**src/rtl/dmem_arbiter.sv**
```systemverilog
// Data-memory arbiter: the pipeline MEM stage owns the single-port memory by default, and the
// DMA/debug port is granted bounded bursts when the pipeline is idle or has starved it too long.
module dmem_arbiter #(
  parameter int unsigned MAXBURST = 4,
  parameter int unsigned COOLDOWN = 2,
  parameter int unsigned STARVE   = 3,
  parameter int unsigned AW       = 6
) (
  input  logic          clk,
  input  logic          resetn,
  input  logic [31:0]   pAddr,
  input  logic [31:0]   pWdata,
  input  logic          pWe,
  input  logic          pRe,
  output logic [31:0]   pRdata,
  output logic          stall,
  input  logic          dValid,
  output logic          dReady,
  input  logic [AW-1:0] dAddr,
  input  logic [31:0]   dWdata,
  input  logic          dWe,
  output logic          dRvalid,
  output logic [31:0]   dRdata,
  output logic [AW-1:0] memAddr,
  output logic [31:0]   memWdata,
  output logic          memWe,
  input  logic [31:0]   memRdata
);

  localparam int unsigned BW = $clog2(MAXBURST + 1);
  localparam int unsigned CW = $clog2(COOLDOWN + 1);
  localparam int unsigned SW = $clog2(STARVE + 1);

  typedef enum logic [1:0] {StIdle, StDgnt, StCool} state_e;

  state_e          state_q, state_d;
  logic [BW-1:0]   burst_q, burst_d;
  logic [CW-1:0]   cool_q, cool_d;
  logic [SW-1:0]   starve_q, starve_d;
  logic            drvalid_q;
  logic [31:0]     drdata_q;

  logic p_req;
  logic xfer;
  logic dma_rd;

  assign p_req  = pWe | pRe;
  assign xfer   = (state_q == StDgnt) & dValid;
  assign dma_rd = xfer & ~dWe;

  assign pRdata  = memRdata;
  assign dRvalid = drvalid_q;
  assign dRdata  = drdata_q;

  // Only the word-index bits of the pipeline byte address reach the memory.
  logic unused_paddr;
  assign unused_paddr = ^{pAddr[31:AW+2], pAddr[1:0]};

  always_comb begin
    state_d  = state_q;
    burst_d  = burst_q;
    cool_d   = cool_q;
    starve_d = starve_q;
    memAddr  = pAddr[AW+1:2];
    memWdata = pWdata;
    memWe    = pWe;
    dReady   = 1'b0;
    stall    = 1'b0;
    unique case (state_q)
      StIdle: begin
        if (dValid) begin
          if (!p_req || starve_q == SW'(STARVE)) begin
            state_d = StDgnt;
          end else begin
            starve_d = starve_q + SW'(1);
          end
        end else begin
          starve_d = '0;
        end
      end
      StDgnt: begin
        memAddr  = dAddr;
        memWdata = dWdata;
        memWe    = dValid & dWe;
        dReady   = 1'b1;
        stall    = p_req;
        if (!dValid) begin
          state_d  = StIdle;
          burst_d  = '0;
          starve_d = '0;
        end else if (burst_q + BW'(1) == BW'(MAXBURST)) begin
          state_d  = StCool;
          burst_d  = '0;
          starve_d = '0;
        end else begin
          burst_d = burst_q + BW'(1);
        end
      end
      StCool: begin
        // DMA requests wait out the whole cooldown, so starvation does not accumulate here.
        starve_d = '0;
        if (cool_q == CW'(COOLDOWN - 1)) begin
          state_d = StIdle;
          cool_d  = '0;
        end else begin
          cool_d = cool_q + CW'(1);
        end
      end
      default: begin
        state_d = StIdle;
      end
    endcase
  end

  always_ff @(posedge clk or negedge resetn) begin
    if (!resetn) begin
      state_q   <= StIdle;
      burst_q   <= '0;
      cool_q    <= '0;
      starve_q  <= '0;
      drvalid_q <= 1'b0;
      drdata_q  <= '0;
    end else begin
      state_q   <= state_d;
      burst_q   <= burst_d;
      cool_q    <= cool_d;
      starve_q  <= starve_d;
      drvalid_q <= dma_rd;
      if (dma_rd) begin
        drdata_q <= memRdata;
      end
    end
  end

endmodule
```
**config.mk**
```make
export PLATFORM = sky130hd
export DESIGN_NAME = dmem_arbiter
export DESIGN_NICKNAME = d
export VERILOG_FILES = /design/src/rtl/dmem_arbiter.sv
export SDC_FILE = /design/constraint.sdc
export NUM_CORES = 1
export LEC_CHECK = 0
export ABC_AREA = 1
export ABC_CLOCK_PERIOD_IN_PS = 1900
export BUFFER_PORTS_ARGS = -buffer_cell sky130_fd_sc_hd__buf_2
export CAP_MARGIN = 20
export CORE_AREA = 2 2 97 99
export CTS_CLUSTER_DIAMETER = 40
export DETAILED_ROUTE_END_ITERATION = 10
export DIE_AREA = 0 0 99 101
export MAX_ROUTING_LAYER = met4
export SYNTH_ARGS = -nofsm -noshare
export SYNTH_HDL_FRONTEND = slang
export SYNTH_SLANG_ARGS = --single-unit
```
**constraint.sdc**
```tcl
create_clock -name clk -period 1.9 [get_ports clk]
set_input_delay 0.095 -clock clk [delete_from_list [all_inputs] [get_ports clk]]
set_output_delay 0.095 -clock clk [all_outputs]
set_load 0.05 [all_outputs]
```
==> results of run 1 <==
## cell usage in the layout, fill, tap and decap left out, types with 2 or more instances in the layout
cell / instances
buf_12: 3
buf_2: 219
clkbuf_8: 6
dfrtp_1: 42
dlygate4sd3_1: 2
ha_1: 6
inv_1: 7
inv_2: 3
nand2_1: 234
nand3_1: 5
nand4_1: 2
nor2_1: 2
o21ai_0: 3
## repair_timing
item                                   CTS  global route
resized for setup                        0             2
buffers inserted                         0             0
endpoints found under the hold margin   20             0
hold buffers                             2             0
setup endpoints to repair                0            30
## critical path, cell delays in order (launching register included)
cell and delay [ns]:
dfrtp_1 0.38, inv_1 0.09, ha_4 0.19, clkinv_1 0.07, buf_12 0.20, nand2_1 0.11
nand2_1 0.06, buf_2 0.25
## power by group
part           internal (uW)  total, uW  switching [uW]
registers               1280       1480             206
clock network            292        594             302
logic                   1100       4950            3860
## worst min-delay path by stage
stage / from / to / cells past startpoint
after global routing: memRdata[5] / dRdata[5]$_DFFE_PN0P_ / 3
after global placement: resetn / dRdata[24]$_DFFE_PN0P_ / 1
final: memRdata[11] / dRdata[11]$_DFFE_PN0P_ / 3
after detailed placement: resetn / dRdata[24]$_DFFE_PN0P_ / 1
after CTS: memRdata[29] / dRdata[29]$_DFFE_PN0P_ / 3
after floorplan: resetn / burst_q[0]$_DFFE_PN0N_ / 0
## final cells by class
type | instances | area share, %
tap | 111 | 3.85
multi-input combinational | 259 | 30.1
clock buffer | 6 | 2.29
clock inverter | 2 | 0.347
timing repair buffer | 226 | 33.1
sequential | 42 | 29.2
inverter | 11 | 1.15
## kinds of logic (layout without fill, tap and decap cells)
kind of cell	after synthesis	after routing	share of synthesized area, %
and+or+nand+nor	247	247	38.6
buffers and inverters	57	245	14.0
DFF	42	42	42.7
adders and majority gates	7	7	3.55
AOI/OAI and AO/OA	4	4	0.812
xor gates and xnor gates	1	1	0.356
## registers in the layout (all words and copies together), names as in the netlist
register	cells
burst_q	3
cool_q	2
dRdata	32
dRvalid	1
starve_q	2
state_q	2
## per-layer routing
| layer | wire, um | vias up | GRT usage, % |
|---|---|---|---|
| met5 | 0 | - | - |
| met4 | 99 | 0 | 3.48 |
| met3 | 615 | 8 | 2.57 |
| met2 | 3870 | 151 | 26.0 |
| met1 | 2770 | 1185 | 16.3 |
| li1 | - | 1413 | - |
## per-stage QoR
step	cell area (um^2)	util, %	hold WS (ns)
2_1_floorplan	2470	-	-0.201
3_3_place_gp	3480	38.7	0.0821
3_5_place_dp	3480	38.7	0.0908
4_1_cts	3590	40.0	0.00247
5_1_grt	3600	40.2	0.0143
6_report	3600	40.2	0.0166
==> impl_metrics.tcl, run 1 <==
set metrics [dict create \
    yosys.area.top_type_share_pct 42.7 \
    skew_ns 0.00538 \
    grt_usage_pct 14.3 \
    diodes 0 \
    start_kind "register" \
    synthTopCellsByArea "dfrtp_1, nand2_1, buf_4" \
    cts.sinks 42 \
    preCtsSetupSlack_ns 0.287 \
    powerDensity_nw_per_um2 1950 \
    worst-endpoint-required_ns 1.80 \
    synth-edff-count 0 \
    synthesis.area_um2 2460 \
    path_max_fanout 42 \
    io_buffers 219 \
    p_total_uw 7030 \
    dieArea_um2 10000 \
    tns_ns 0 \
    status "finished, final reports clean" \
    core_um2 8980 \
    synth_top_area_cell "dfrtp_1" \
    antenna_found_initial 0 \
    finalWeightedCongestion 0.745 \
    setup_viol 0 \
    cp_data_arrival_time_ns 1.66 \
    reg2reg_from "state_q[1]$_DFFE_PN0P_" \
    crit_start "state_q[1]$_DFFE_PN0P_" \
    io_pins 246 \
    yosysMostFrequentCell "nand2_1" \
    worst_slack_ns 0.147 \
    yosys_most_used_dff "dfrtp_1" \
    drive_gt1_share_pct 43.8 \
    synth_common_cells "nand2_1, dfrtp_1, buf_4, buf_2" \
    multi_input_area_um2 1080 \
    initial_core_util_pct 27.4 \
    place_hpwl_um 5810 \
    path_clk_slew_ns 0.08 \
    syn_avg_cell_area_um2 6.88 \
    htreeDepth 2 \
    end_kind "primary output" \
    ys_warn_count 0 \
    critPathKind "reg -> out" \
    synth_cell_types 18 \
    ant_nets 0 \
    dp.cells 647 \
    yosysSeqAreaShare_pct 42.7 \
    post-route-period-util_pct 92.3 \
    maxSlewViolCount 0 \
    ir_worst_vdd_v 0.000929 \
    synthArstFlopShare_pct 100 \
    cts-root-buf "clkbuf_8" \
    synth_fp_nets 505 \
    worst_r2r_path_depth 7 \
    num-fill-cells 962 \
    max_slew.worst_pin.slew_ns 0.532 \
    fin_cells 657 \
    timing.fmax_ghz 0.571 \
    worstHoldPathType "in -> reg" \
    drc 0 \
    maxSlewHeadroom_pct 64.5 \
    regArea_um2 1050 \
    hold_violations 0 \
    wl_per_cell_um 11.2 \
    rows 35 \
    syn_inst 358 \
    overflow 0 \
    setup.worst_path.end "memWdata[21]" \
    grt_pass1_vias 2367 \
    cts-buffers-inserted 5 \
    vias_per_cell 4.20 \
    first_iter_violations 86 \
    cts_tree "built" \
    max-cap-violations 0 \
    fin_nets 692 \
    grt_pass1_wl_um 11200 \
    dr.pass1.iters 5 \
    rsz0062_at_grt "false" \
    rrSetupSlack_ns 0.36 \
    fp.dieW_um 99 \
    min_period_ns 1.75 \
    grt_max_degree 43 \
    cts.path.max_buffers 2 \
    clk_latency_ns 0.29 \
    synth_seq_cells 42 \
    leakagePower_uw 0.00230 \
    rr_endpoint "dRdata[6]$_DFFE_PN0P_" \
    via_count 2757 \
    die_height_um 101 \
    routed_wl_um 7350 \
    area_growth_pct 46.3 \
]
Note: power is estimated with default switching activity, not from simulation.
==> run 2: changes to the inputs <==
- SETUP_SLACK_MARGIN: not set -> 0.4
==> run 2 against run 1 <==
Compared with the run above:
- fmax up 7.0%
- register-to-register slack better by 0.03 ns
- die area unchanged
- wire length up 29%
- critical endpoint is now memWdata[14]
- via count up 9.5%
- global-route usage up 1.7 points
==> impl_metrics.tcl, run 2 (synthesized netlist as in run 1, its figures left out) <==
set metrics [dict create \
    status "finished, final reports clean" \
    dr.pass1.iters 6 \
    drive_gt1_share_pct 56.7 \
    io_pins 246 \
    max_stage_delay_ns 0.42 \
    cts-buffers-inserted 5 \
    regArea_um2 1050 \
    clkPwrFrac_pct 9.2 \
    power.switching_uw 5010 \
    worst_slack_ns 0.262 \
    timing.fmax_ghz 0.611 \
    clk_latency_ns 0.29 \
    leakagePower_uw 0.00268 \
    die_height_um 101 \
    overflow 0 \
    area_growth_pct 87.9 \
    largest_register_ffs 32 \
    start_kind "register" \
    htreeDepth 2 \
    max-cap-violations 0 \
    worst-endpoint-required_ns 1.80 \
    multi_input_area_um2 1350 \
    grt_pass1_vias 2797 \
    rsz0062_at_grt "true" \
    initial_core_util_pct 27.4 \
    cts.path.max_buffers 2 \
    ir_worst_vdd_v 0.000903 \
    hold_violations 0 \
    io_buffers 219 \
    place_hpwl_um 5770 \
    path_cells "ha_4 -> inv_4 -> clkbuf_16 -> nand2_1 -> nand2_2 -> buf_8" \
    crit_family "buffers and inverters" \
    cp_data_arrival_time_ns 1.54 \
    end_kind "primary output" \
    cp_num_buf_inv 3 \
    maxSlewHeadroom_pct 64.3 \
    core_um2 8980 \
    sw_frac_of_total_pct 54.2 \
    finalWeightedCongestion 0.755 \
    dieArea_um2 10000 \
    cts_tree "built" \
    diodes 0 \
    cts.sinks 42 \
    first_iter_violations 96 \
    tns_ns 0 \
    layout_common_cells "buf_2, nand2_1, nand2_2, dfrtp_1, buf_8" \
    grt_usage_pct 16.0 \
    path_clk_slew_ns 0.09 \
    layout_commonest_cell "buf_2" \
    path_max_fanout 10 \
    ant_nets 0 \
    skew_ns 0.00809 \
    internal-power_uw 4240 \
    fin_nets 714 \
    powerDensity_nw_per_um2 2000 \
    combPwrFrac_pct 74.7 \
    antenna_found_initial 0 \
    min_period_ns 1.64 \
    maxSlewViolCount 0 \
    fin_cells 679 \
    rows 35 \
    post-route-period-util_pct 86.2 \
    cp_slowest_cell "dfrtp_1" \
    dp.cells 646 \
    pwr-share-seq_pct 16.1 \
    grt_max_degree 43 \
    setup_viol 0 \
    via_count 3019 \
    routed_wl_um 9460 \
    grt_pass1_wl_um 12600 \
    fp.dieW_um 99 \
    worstHoldPathType "in -> reg" \
    vias_per_cell 4.45 \
    critPathKind "reg -> out" \
    wl_per_cell_um 13.9 \
    preCtsSetupSlack_ns 0.235 \
    drc 0 \
    max_slew.worst_pin.slew_ns 0.535 \
    num-fill-cells 801 \
    cts-root-buf "clkbuf_8" \
]
[run 2: final cells by class]
| type | count | share of cell area (%) |
|---|---|---|
| multi-input cells | 259 | 29.1 |
| well taps | 111 | 3.00 |
| clock inverters | 3 | 1.49 |
| flip-flops and latches | 42 | 22.7 |
| inverters | 11 | 1.11 |
| repair buffers | 248 | 41.1 |
| clock buffers | 5 | 1.49 |
[run 2: routing by layer]
metal  share of wire, %  GRT usage (%)  vias to the layer above
met5                  0              -                        -
met4                2.1           4.53                        0
met3                8.4           3.40                       18
met2                 53           30.6                      173
met1                 36           16.4                     1370
li1                   -              -                     1458
[run 2: path summary, 6_finish.rpt]
check / cells past startpoint / to / slack, ns / start
worst max-delay path: 6 / memWdata[14] / 0.26 / state_q[0]$_DFFE_PN0P_
worst min-delay path: 3 / dRdata[0]$_DFFE_PN0P_ / 0.01 / memRdata[0]
worst max register to register: 11 / state_q[0]$_DFFE_PN0P_ / 0.39 / state_q[0]$_DFFE_PN0P_
worst min register to register: 2 / dRdata[28]$_DFFE_PN0P_ / 0.47 / dRdata[28]$_DFFE_PN0P_
max in group asynchronous: 3 / burst_q[0]$_DFFE_PN0N_ / 1.13 / resetn
min in group asynchronous: 3 / dRdata[4]$_DFFE_PN0P_ / 0.40 / resetn
[run 2: through the flow]
stage                     hold WS (ns)  area [um^2]  total power (uW)  util, %
final                           0.0142         4630              9260     51.6
after global placement           0.203         3620              6650     40.3
after detailed placement         0.205         3620              6700     40.3
after CTS                     0.000531         4220              8500     47.1
after floorplan                 -0.201         2630              5560        -
after global routing           0.00738         4630              9720     51.6
[run 2: what timing repair did]
| action | CTS | global route |
|---|---|---|
| hold buffers | 6 | 0 |
| buffers inserted | 6 | 4 |
| pin swaps | 0 | 17 |
| gates cloned | 2 | 7 |
| resized for setup | 101 | 59 |
| hold endpoints to repair | 47 | 0 |
| setup endpoints to repair | 78 | 77 |
[run 2: power by group through the flow]
stage               logic, uW  registers (uW)  clock network, uW
global placement         5170            1490                  0
CTS                      6130            1490                882
floorplan                2940            2620                  0
detailed placement       5210            1490                  0
global route             7260            1540                918
finish                   6920            1490                850
[run 2: tightest hold or removal path, stage by stage]
cell and delay [ns]:
buf_2 0.08, nand2_1 0.04, nand2_1 0.06
==> run 3: changes to the inputs <==
- ABC_AREA: 1 -> not set
- CORE_AREA: 2 2 97 99 -> 2 2 95 97
- DIE_AREA: 0 0 99 101 -> 0 0 97 99
- PLACE_DENSITY: not set -> 0.69
==> run 3 against run 2 <==
Compared with the run above:
- first-iteration DRC count is 58% lower
- fmax decreased by 9.6%
- synthesized area up 5.8%
- via count down 25%
- global-route usage fell by 1.1 points
- core utilization fell by 1.6 points
- non-clock buffer count is 4 lower
- clock skew up 0.011 ns
- combinational power is 27% lower
- clock power decreased by 33%
- register-to-register slack worse by 0.28 ns
- largest cell class unchanged
- largest power group unchanged
==> impl_metrics.tcl, run 3 <==
set metrics [dict create \
    path_clk_slew_ns 0.09 \
    hold_violations 0 \
    maxSlewHeadroom_pct 83.2 \
    synthTopCellsByArea "dfrtp_1, mux2_2, mux2_4" \
    place_hpwl_um 5490 \
    io_pins 246 \
    via_count 2270 \
    timing.fmax_ghz 0.552 \
    dieArea_um2 9600 \
    dr.pass1.iters 2 \
    grt_pass1_wl_um 11200 \
    drc 0 \
    powerDensity_nw_per_um2 1670 \
    synth_seq_cells 42 \
    synth_top_area_cell "dfrtp_1" \
    multi_input_area_um2 1370 \
    maxSlewViolCount 0 \
    ys_warn_count 0 \
    synth_common_cells "dfrtp_1, mux2_2, buf_4, mux2_4, ha_1" \
    num-fill-cells 755 \
    die_height_um 99 \
    finalWeightedCongestion 0.789 \
    preCtsSetupSlack_ns 0.235 \
    cts_tree "built" \
    tns_ns 0 \
    cts.path.max_buffers 2 \
    status "finished, final reports clean" \
    layout_common_cells "buf_2, mux2_4, dfrtp_1" \
    wl_per_cell_um 14.2 \
    htreeDepth 2 \
    antenna_found_initial 0 \
    final_core_util_pct 49.9 \
    setup_viol 0 \
    regArea_um2 1050 \
    io_buffers 219 \
    syn_inst 198 \
    worst-endpoint-required_ns 1.80 \
    critPathKind "reg -> out" \
    ant_nets 0 \
    ir_worst_vdd_v 0.000924 \
    first_iter_violations 40 \
    area_growth_pct 63.8 \
    leakagePower_uw 0.00231 \
    synthesis.area_um2 2610 \
    grt_pass1_vias 2306 \
    max-cap-violations 0 \
    yosysSeqAreaShare_pct 40.3 \
    worst_slack_ns 0.0890 \
    layout_commonest_cell "buf_2" \
    yosysMostFrequentCell "dfrtp_1" \
    fp.dieW_um 97 \
    syn_avg_cell_area_um2 13.2 \
    synth-edff-count 0 \
    vias_per_cell 4.38 \
    yosys_most_used_dff "dfrtp_1" \
    initial_core_util_pct 30.5 \
    yosys.area.top_type_share_pct 40.3 \
    cts-buffers-inserted 5 \
    synth_cell_types 28 \
    skew_ns 0.0195 \
    cts-root-buf "clkbuf_8" \
    routed_wl_um 7360 \
    overflow 0 \
    diodes 0 \
    min_period_ns 1.81 \
    largest_register_ffs 32 \
    worstHoldPathType "in -> reg" \
    clk_latency_ns 0.30 \
    synth_fp_nets 345 \
    cp_data_arrival_time_ns 1.72 \
    end_kind "primary output" \
    grt_usage_pct 14.9 \
    drive_gt1_share_pct 81.2 \
    start_kind "register" \
    max_slew.worst_pin.slew_ns 0.252 \
    fin_nets 556 \
    rsz0062_at_grt "true" \
    grt_max_degree 23 \
    cts.sinks 42 \
    post-route-period-util_pct 95.3 \
    path_max_fanout 11 \
    synthArstFlopShare_pct 100 \
    rows 34 \
    core_um2 8550 \
]
[run 3: critical path: stages, from the launching register on]
cell,delay [ns]
dfrtp_1,0.39
inv_2,0.07
ha_4,0.24
clkbuf_16,0.22
mux2_4,0.31
buf_2,0.21
[run 3: path summary, 6_finish.rpt]
kind,startpoint,endpoint,slack [ns],cells after the start
worst max-delay path,state_q[1]$_DFFE_PN0P_,memWdata[23],0.09,5
worst min-delay path,memRdata[31],dRdata[31]$_DFFE_PN0P_,0.04,2
worst max register to register,state_q[1]$_DFFE_PN0P_,dRdata[16]$_DFFE_PN0P_,0.11,8
worst min register to register,burst_q[0]$_DFFE_PN0N_,burst_q[0]$_DFFE_PN0N_,0.48,1
max in group asynchronous,resetn,cool_q[0]$_DFFE_PN0N_,1.23,3
min in group asynchronous,resetn,dRdata[5]$_DFFE_PN0P_,0.16,2
[run 3: layout make-up]
class	instances	share of cell area (%)
clock inverter	3	0.440
multi-input combinational	110	32.1
sequential	42	24.6
timing repair buffer	244	37.5
inverter	6	0.528
clock buffer	5	1.61
tap	108	3.17
[run 3: cells by family after synthesis]
family / share of synthesized area (%)
muxes: 34.8
buffers and inverters: 13.4
DFF: 40.3
and+or+nand+nor: 3.70
AOI/OAI and AO/OA: 4.03
adders and majority gates: 3.36
xor gates and xnor gates: 0.336
[run 3: stage by stage]
| stage | cell area, um^2 | hold WS (ns) | instances | power [uW] |
|---|---|---|---|---|
| 2_1_floorplan | 2790 | -0.201 | 198 | 5210 |
| 3_5_place_dp | 3730 | -0.0496 | 491 | 5980 |
| 6_report | 4270 | 0.0366 | 518 | 7140 |
| 4_1_cts | 4220 | 0.0267 | 517 | 7130 |
| 5_1_grt | 4270 | 0.0261 | 518 | 7480 |
| 3_3_place_gp | 3730 | -0.0561 | 491 | 5920 |
[run 3: where the power goes]
| part | switching, uW | internal, uW | leakage [uW] |
|---|---|---|---|
| Combinational | 3080 | 1960 | 0.00174 |
| Sequential | 238 | 1300 | 0.000517 |
| Clock | 310 | 259 | 0.0000483 |
[run 3: what timing repair did]
| item | in CTS | in global routing |
|---|---|---|
| hold buffers | 1 | 0 |
| setup endpoints to repair | 68 | 78 |
| buffers inserted | 13 | 0 |
| resized for setup | 49 | 10 |
| cloned | 4 | 1 |
| pin swaps | 1 | 2 |
| endpoints found under the hold margin | 42 | 0 |
[run 3: per-layer routing]
metal	up-vias	routed length, um	share of wire, %	track usage [%]
met2	133	4120	56	29.0
met4	0	2	0.027	2.93
met5	-	0	0	-
met1	1053	2620	36	15.1
met3	2	618	8.4	3.55
li1	1082	-	-	-
